--- src/rtl/mips_fetch_unit.sv ---
// Instruction-fetch stage: credit-limited imem requests, response FIFO, redirect with stale-response drop.
// Optional FETCH_PERF_EN adds saturating perf_fetched/perf_dropped counters.
module mips_fetch_unit #(
  parameter int unsigned       ADDR_W     = 32,
  parameter int unsigned       DATA_W     = 32,
  parameter int unsigned       FIFO_DEPTH = 4,
  parameter int unsigned       PC_STEP    = 1,
  parameter logic [ADDR_W-1:0] RESET_PC   = '0
) (
  input  logic              clock,
  input  logic              reset_n,
  output logic              imem_req_valid,
  input  logic              imem_req_ready,
  output logic [ADDR_W-1:0] imem_req_addr,
  input  logic              imem_resp_valid,
  input  logic [DATA_W-1:0] imem_resp_data,
  output logic              inst_valid,
  input  logic              inst_ready,
  output logic [DATA_W-1:0] inst_data,
  output logic [ADDR_W-1:0] inst_pc,
  input  logic              redirect_valid,
  input  logic [ADDR_W-1:0] redirect_pc
`ifdef FETCH_PERF_EN
  ,
  output logic [31:0]       perf_fetched,
  output logic [31:0]       perf_dropped
`endif
);

  localparam int unsigned PW = $clog2(FIFO_DEPTH);
  localparam int unsigned CW = PW + 1;
  localparam int unsigned SW = CW + 1;

  typedef enum logic {
    RUN   = 1'b0,
    DRAIN = 1'b1
  } state_e;

  state_e            state_q, state_d;
  logic [ADDR_W-1:0] fetch_pc_q, fetch_pc_d;
  logic [ADDR_W-1:0] resp_pc_q, resp_pc_d;
  logic [PW-1:0]     rd_ptr_q, rd_ptr_d;
  logic [PW-1:0]     wr_ptr_q, wr_ptr_d;
  logic [CW-1:0]     count_q, count_d;
  logic [CW-1:0]     outst_q, outst_d;
  logic [CW-1:0]     drop_q, drop_d;
  logic              req_valid_q, req_valid_d;

  logic [DATA_W-1:0] data_mem [FIFO_DEPTH];
  logic [ADDR_W-1:0] pc_mem   [FIFO_DEPTH];

  logic req_fire, stale, push, pop, empty;

  assign empty    = (count_q == '0);
  assign req_fire = req_valid_q & imem_req_ready;
  assign stale    = imem_resp_valid & (state_q == DRAIN);
  assign push     = imem_resp_valid & ~stale & ~redirect_valid;
  assign pop      = ~empty & inst_ready & ~redirect_valid;

  always_comb begin
    fetch_pc_d  = fetch_pc_q;
    resp_pc_d   = resp_pc_q;
    rd_ptr_d    = rd_ptr_q;
    wr_ptr_d    = wr_ptr_q;
    count_d     = count_q;
    drop_d      = drop_q;
    outst_d     = outst_q + CW'(req_fire) - CW'(imem_resp_valid);

    if (redirect_valid) begin
      // Every request still in flight after this edge carries an old address.
      fetch_pc_d = redirect_pc;
      resp_pc_d  = redirect_pc;
      rd_ptr_d   = '0;
      wr_ptr_d   = '0;
      count_d    = '0;
      drop_d     = outst_d;
    end else begin
      if (req_fire) fetch_pc_d = fetch_pc_q + ADDR_W'(PC_STEP);
      if (push) begin
        resp_pc_d = resp_pc_q + ADDR_W'(PC_STEP);
        wr_ptr_d  = wr_ptr_q + PW'(1);
      end
      if (pop) rd_ptr_d = rd_ptr_q + PW'(1);
      count_d = count_q + CW'(push) - CW'(pop);
      if (stale) drop_d = drop_q - CW'(1);
    end

    state_d     = (drop_d != '0) ? DRAIN : RUN;
    req_valid_d = (SW'(count_d) + SW'(outst_d)) < SW'(FIFO_DEPTH);
  end

  always_ff @(posedge clock or negedge reset_n) begin
    if (!reset_n) begin
      state_q     <= RUN;
      fetch_pc_q  <= RESET_PC;
      resp_pc_q   <= RESET_PC;
      rd_ptr_q    <= '0;
      wr_ptr_q    <= '0;
      count_q     <= '0;
      outst_q     <= '0;
      drop_q      <= '0;
      req_valid_q <= 1'b0;
    end else begin
      state_q     <= state_d;
      fetch_pc_q  <= fetch_pc_d;
      resp_pc_q   <= resp_pc_d;
      rd_ptr_q    <= rd_ptr_d;
      wr_ptr_q    <= wr_ptr_d;
      count_q     <= count_d;
      outst_q     <= outst_d;
      drop_q      <= drop_d;
      req_valid_q <= req_valid_d;
    end
  end

  // Storage is reset so the combinational head reads 0 / RESET_PC out of reset.
  always_ff @(posedge clock or negedge reset_n) begin
    if (!reset_n) begin
      for (int unsigned i = 0; i < FIFO_DEPTH; i++) begin
        data_mem[i] <= '0;
        pc_mem[i]   <= RESET_PC;
      end
    end else if (push) begin
      data_mem[wr_ptr_q] <= imem_resp_data;
      pc_mem[wr_ptr_q]   <= resp_pc_q;
    end
  end

  assign imem_req_valid = req_valid_q;
  assign imem_req_addr  = fetch_pc_q;
  assign inst_valid     = ~empty;
  assign inst_data      = data_mem[rd_ptr_q];
  assign inst_pc        = pc_mem[rd_ptr_q];

`ifdef FETCH_PERF_EN
  logic [31:0] perf_fetched_q, perf_dropped_q;
  logic        discard;

  assign discard = imem_resp_valid & ~push;

  always_ff @(posedge clock or negedge reset_n) begin
    if (!reset_n) begin
      perf_fetched_q <= '0;
      perf_dropped_q <= '0;
    end else begin
      if (push && (perf_fetched_q != '1))    perf_fetched_q <= perf_fetched_q + 32'd1;
      if (discard && (perf_dropped_q != '1)) perf_dropped_q <= perf_dropped_q + 32'd1;
    end
  end

  assign perf_fetched = perf_fetched_q;
  assign perf_dropped = perf_dropped_q;
`endif

endmodule

--- config.mk ---
export PLATFORM = sky130hd
export DESIGN_NAME = mips_fetch_unit
export DESIGN_NICKNAME = d
export VERILOG_FILES = /design/src/rtl/mips_fetch_unit.sv
export SDC_FILE = /design/constraint.sdc
export NUM_CORES = 1
export LEC_CHECK = 0
export CAP_MARGIN = 20
export CORE_ASPECT_RATIO = 1.5
export CORE_MARGIN = 2
export CORE_UTILIZATION = 45
export CTS_CLUSTER_SIZE = 8
export DETAILED_ROUTE_END_ITERATION = 12
export HOLD_SLACK_MARGIN = 0.03
export PLACE_DENSITY_LB_ADDON = 0.15
export SLEW_MARGIN = 15
export SYNTH_ARGS = -nofsm -noshare
export SYNTH_HDL_FRONTEND = slang
export SYNTH_SLANG_ARGS = --single-unit
--- constraint.sdc ---
create_clock -name clock -period 3.2 [get_ports clock]
set_input_delay 0.32 -clock clock [delete_from_list [all_inputs] [get_ports clock]]
set_output_delay 0.32 -clock clock [all_outputs]
set_load 0.03 [all_outputs]
=== Word level (Yosys, flattened, before mapping) ===
Index checks and enable logic that the tools add are counted.
W data, S select, Z words.

* Add/sub/neg operators: 10
* $lt $le $gt $ge: 4
* Muxes and demuxes: 22
* Bitwise operators: 11
* Reduce and logical (&&, ||, !) cells: 6

{| class="wikitable"
|+ Operators with widths
! operator !! count
|-
| $mux W32 || 9
|-
| $bwmux W128 || 2
|-
| $bmux W32 S2 || 2
|-
| $add A32 B1 Y32 const B || 2
|-
| $demux W32 S2 || 1
|-
| $mux W3 || 3
|-
| $mux W2 || 4
|-
| $add A3 B1 Y3 || 2
|-
| $and A1 B1 Y1 || 6
|-
| $ge A3 B3 Y1 const B || 2
|-
| $not A2 Y3 || 2
|-
| $reduce_bool A2 Y1 || 3
|-
| $sub A3 B1 Y3 || 2
|-
| $add A2 B1 Y2 const B || 2
|-
| $add A3 B3 Y4 || 1
|-
| $lt A4 B3 Y1 const B || 1
|-
| $logic_not A3 Y1 || 1
|-
| $lt A3 B1 Y1 const B || 1
|-
| $not A1 Y1 || 3
|-
| $reduce_bool A3 Y1 || 1
|-
| $sub A3 B1 Y3 const B || 1
|-
| $logic_and A1 B1 Y1 || 1
|-
| $mux W1 || 1
|}

* Bits in registers: 335
* Input port bits: 70
* Logic and storage cells: 70

=== Logic depth before layout (Yosys ltp) ===
* Depth after elaboration: 9
* Gate-level depth with buffers: 15
* Mapped depth without buffers: 13

=== Worst setup path before layout ===
Ideal clock, no wire load.

* Kind: reg2reg
* Start: register count_q[1]
* End: register req_valid_q, in the netlist imem_req_valid
* Setup time: 0.082 ns
* Arrival: 2.940 ns
* Required time: 3.118 ns
* Setup slack: 0.178 ns
* Stages on the path, launching flop included: 14
* Clock period less this slack: 3.022 ns
* Cells stage by stage: dfrtp_1 -> or3_1 -> nand2_1 -> nor2_1 -> ha_1 -> inv_1 -> ha_1 -> inv_1 -> fa_1 -> xnor2_1 -> nor2_1 -> ha_1 -> or3_1 -> a31oi_1

* Word-level cells in the longest chain between the ends: 8

{| class="wikitable"
|+ Ends and longest elaborated chain
! what !! line !! RTL
|-
| start: declaration || 44 || <nowiki>logic [CW-1:0] count_q, count_d;</nowiki>
|-
| start signal: assignment || 109 || <nowiki>count_q <= count_d;</nowiki>
|-
| $logic_not A3 Y1 || 54 || <nowiki>assign empty = (count_q == '0);</nowiki>
|-
| $not A1 Y1 || - ||
|-
| named net inst_valid || 17 || <nowiki>output logic inst_valid,</nowiki>
|-
| $and A1 B1 Y1 (2 in series) || 58 || <nowiki>assign pop = ~empty & inst_ready & ~redirect_valid;</nowiki>
|-
| $sub A3 B1 Y3 || 84 || <nowiki>count_d = count_q + CW'(push) - CW'(pop);</nowiki>
|-
| $mux W3 || 69 || <nowiki>if (redirect_valid) begin</nowiki>
|-
| named net count_d[2] || 44 ||
|-
| $add A3 B3 Y4 || 89 || <nowiki>req_valid_d = (SW'(count_d) + SW'(outst_d)) < SW'(FIFO_DEPTH);</nowiki>
|-
| $lt A4 B3 Y1 || 89 ||
|-
| named net req_valid_d || 47 || <nowiki>logic req_valid_q, req_valid_d;</nowiki>
|-
| end signal: assignment || 112 || <nowiki>req_valid_q <= req_valid_d;</nowiki>
|-
| end: declaration || 47 ||
|}

The timed path passes the listed nets, and every way through them passes these cells.
A chain may end at the register's enable or synchronous reset.

=== Worst setup path after layout ===
* Start: register count_q[1]
* End: register req_valid_q, in the netlist imem_req_valid

* Word-level cells in the longest chain between the ends: 8

{| class="wikitable"
|+ Ends and longest elaborated chain
! what !! line
|-
| $logic_not A3 Y1 || 54
|-
| $not A1 Y1 || 58
|-
| $and A1 B1 Y1 (2 in series) || 58
|-
| $sub A3 B1 Y3 (*) || 84
|-
| $mux W3 (*) || 69
|-
| named net count_d[2] || 44
|-
| $add A3 B3 Y4 (*) || 89
|-
| $lt A4 B3 Y1 (*) || 89
|-
| named net req_valid_d || 47
|}

Mark *: on every way through the listed nets, which the timed path passes. The rest lies on a longest branch.

==> metrics.md <==
| Metric | Value |
|---|---|
| Status | `finished clean` |
| Post-synthesis cell area | `15,800 µm²` |
| Leakage power | `about 8.4 nW` |
| Unrepaired setup endpoints after global routing | `no` |
| Drt pass-1 iters | `5` |
| Max_slew headroom | `45.1%` |
| Setup-failing EPs final | `0` |
| Slew @ Worst Pin | `slightly above 0.8 ns` |
| Layout fillers | `2,930` |
| NumNets Final | `1,400` |
| Port bufs | `around 170` |
| Clk root buf | `clkbuf_16` |
| Via density | `5.70` |
| # Max-Cap Violations | `0` |
| Diode count | `0` |
| CP max FO | `3` |
| Clock transition at the registers of the reported paths | `0.05 ns` |
| NetSw | `4.93 mW` |
| Register area share after synthesis | `52.9%` |
| Internal | `10.3 mW` |
| Peak Freq | `330 MHz` |
| # IOs | `168` |
| Final Hold Vio Count | `0` |
| Min Tclk post-route | `a little over 3 ns` |
| Num CTS Buffers | `47` |
| Crit Path Category | `register to register` |
| Synth unique cells | `between 50 and 60` |
| Via count | `between 10,000 and 15,000` |
| Seq pwr share | `approximately 37%` |
| HP Class | `input pin to register` |
| Tcrit/Tclk final | `94.6%` |
| Simple-gate share of the synthesized area | `a little under a tenth` |
| Yosys top cell area share | `between 50% and 60%` |
| Post-Syn Nets | `around 1,200` |
| # rows | `84` |
| CTS tree | `built` |
| Vias in the first global route | `10,800` |
| Post-synthesis mux area share | `28.6%` |
| First DRT Iteration DRCs | `509` |
| DRC viols | `0` |
| DRT antenna net count | `0` |
| Synth top area cells | `dfrtp_1, mux2_2, mux4_2, a311oi_1, buf_2` |
| Ys async rst share | `100%` |
| Total Wirelength | `36,900 µm` |
| Top FF cell, synth | `dfrtp_1` |
| CORE AREA | `34,900 µm²` |
| Clock Sink Count | `between 300 and 400` |
| Fin util | `a little under three fifths` |
| Critical Path Sink Type | `register` |
| Dpl hpwl | `roughly 25,000 µm` |
| Worst EP required | `approximately 3.7 ns` |
| Power Dens Cells | `777 nW/µm²` |
| Clk pwr share | `28.5%` |
| Total gr overflow | `0` |
| Worst-Skew Late Latency | `0.56 ns` |
| Peak supply drop | `between 0.0004 and 0.0005 V` |
| Average size of a mapped cell | `14.0 µm²` |
| Synth Area in XOR/XNOR | `1.60%` |
| Setup TNS Final | `0 ns` |
| Die area | `approximately 37,000 µm²` |
| Most frequent cell after synthesis | `dfrtp_1` |
| Slew Limit Fails | `0` |
| GPL Wtd Cong | `0.831` |
| Pin count of the biggest net entering global routing | `102` |
| Data arrival time of the critical path | `3.50 ns` |
| Cell taking the most area after synthesis | `dfrtp_1` |
| Area Overhead vs Synth | `23.6%` |
| Compound-gate portion of the synthesized area | `under 10%` |
| Sw Share | `32.4%` |
| Post-synthesis instance total | `1,134` |
| Gate power share | `between 30% and 40%` |
| Seq cells post-synth | `roughly 340` |
| Share of cells above drive strength 1 | `approximately a third` |
| Top cells by count, synth | `dfrtp_1, mux2_2, mux4_2, buf_2, nor2_1` |
| Wire per inst | `between 20 and 25 µm` |
| Critical Path Source Type | `register` |
| Clk buf depth | `3` |
| Adder-Cell Fraction of Synth Area | `between 1 and 1.5%` |
| Total track usage | `20.6%` |
| Worst Skew | `0.0176 ns` |
| First-pass GRT wire length | `59,400 µm` |
| Initial antenna violation count | `0` |
| Initial Util | `~45%` |
| Largest family of logic cells by synthesized area | `multiplexers` |
| Post-synth EDFFs | `0` |
| Die W | `157 µm` |
| Chip Height | `234 µm` |
| H-tree depth | `2` |
| Warnings from Yosys | `0` |
worst paths after layout:
| check | from | to | slack [ns] | cells past startpoint |
|---|---|---|---|---|
| max | count_q[1] | imem_req_valid | 0.17 | 13 |
| min | redirect_valid | drop_q[1] | 0.13 | 2 |
| max reg2reg | count_q[1] | imem_req_valid | 0.17 | 13 |
| min reg2reg | data_mem[50] | data_mem[50] | 0.50 | 1 |
| max in group asynchronous | reset_n | pc_mem[15] | 1.92 | 3 |
| min in group asynchronous | reset_n | pc_mem[58] | 0.40 | 2 |
flip-flops by register name, summed over array words and instances (netlist names):
signal and cells:
outst_q 3, drop_q 3, resp_pc_q 32, imem_req_addr 32, data_mem 128, count_q 3
rd_ptr_q 2, state_q 1, imem_req_valid 1, wr_ptr_q 2, pc_mem 128
critical path: stages, from the launching register on:
cell     delay, ns
dfrtp_1       0.39
or3_4         0.39
nand2_1       0.12
nor2_1        0.05
ha_1          0.26
inv_1         0.06
ha_1          0.14
inv_1         0.05
fa_1          0.37
xnor2_1       0.16
nor2_1        0.08
ha_1          0.34
or3_1         0.38
a31oi_1       0.15
through the flow:
stage	hold WS, ns	setup slack [ns]	instance area [µm²]	total power, mW	cells
finish	0.126	0.173	19600	15.2	1792
global route	0.141	0.0286	19600	16.0	1792
CTS	0.113	0.105	19600	15.4	1790
detailed placement	0.449	0.0506	18300	11.0	1736
global placement	0.442	0.123	18300	10.9	1736
floorplan	0.0244	0.178	15800	8.91	1134
cells by family after synthesis:
| kind of cell | after synthesis |
|---|---|
| simple gates | 243 |
| flops | 335 |
| compound gates | 75 |
| buf+inv | 98 |
| mux | 339 |
| fa+ha+maj | 15 |
| xor+xnor | 29 |
power by group through the flow:
stage          Clock (mW)  Combinational, mW  Sequential, mW
2_1_floorplan           0               3.39            5.52
6_report             4.34               5.25            5.62
3_3_place_gp            0               5.25            5.66
5_1_grt              4.65               5.61            5.74
3_5_place_dp            0               5.31            5.69
4_1_cts              4.47               5.34            5.63
cell type report:
type | count | area [µm²] | area share [%]
Clock inverter | 3 | 52.6 | 0.268
Clock buffer | 50 | 1190 | 6.07
Timing Repair Buffer | 213 | 2270 | 11.6
Inverter | 17 | 63.8 | 0.326
Multi-Input combinational cell | 701 | 7020 | 35.9
Tap cell | 473 | 592 | 3.02
Sequential cell | 335 | 8390 | 42.8
layer usage:
layer,track usage [%],up-vias,part of all wire (%)
met5,0,-,0
met4,6.16,0,2.4
met3,3.53,64,4.1
met2,36.0,233,52
met1,26.4,5321,42
li1,-,4605,-
placed cells by master (no fill, tap or decap), types with 25 or more instances in the layout:
cell type / count
a311oi_1: 25
nand2_1: 31
buf_4: 25
mux4_2: 64
dfrtp_1: 333
clkdlybuf4s50_1: 165
mux2_2: 273
nor2_1: 40
clkbuf_16: 47
nor3_1: 27
what timing repair did:
action / CTS / global route
hold endpoints to repair: 92 / 0
resized for setup: 0 / 1
setup buffers: 0 / 2
hold buffers: 1 / 0
endpoints found under the setup margin: 0 / 1
(Power assumes the default switching activity.)
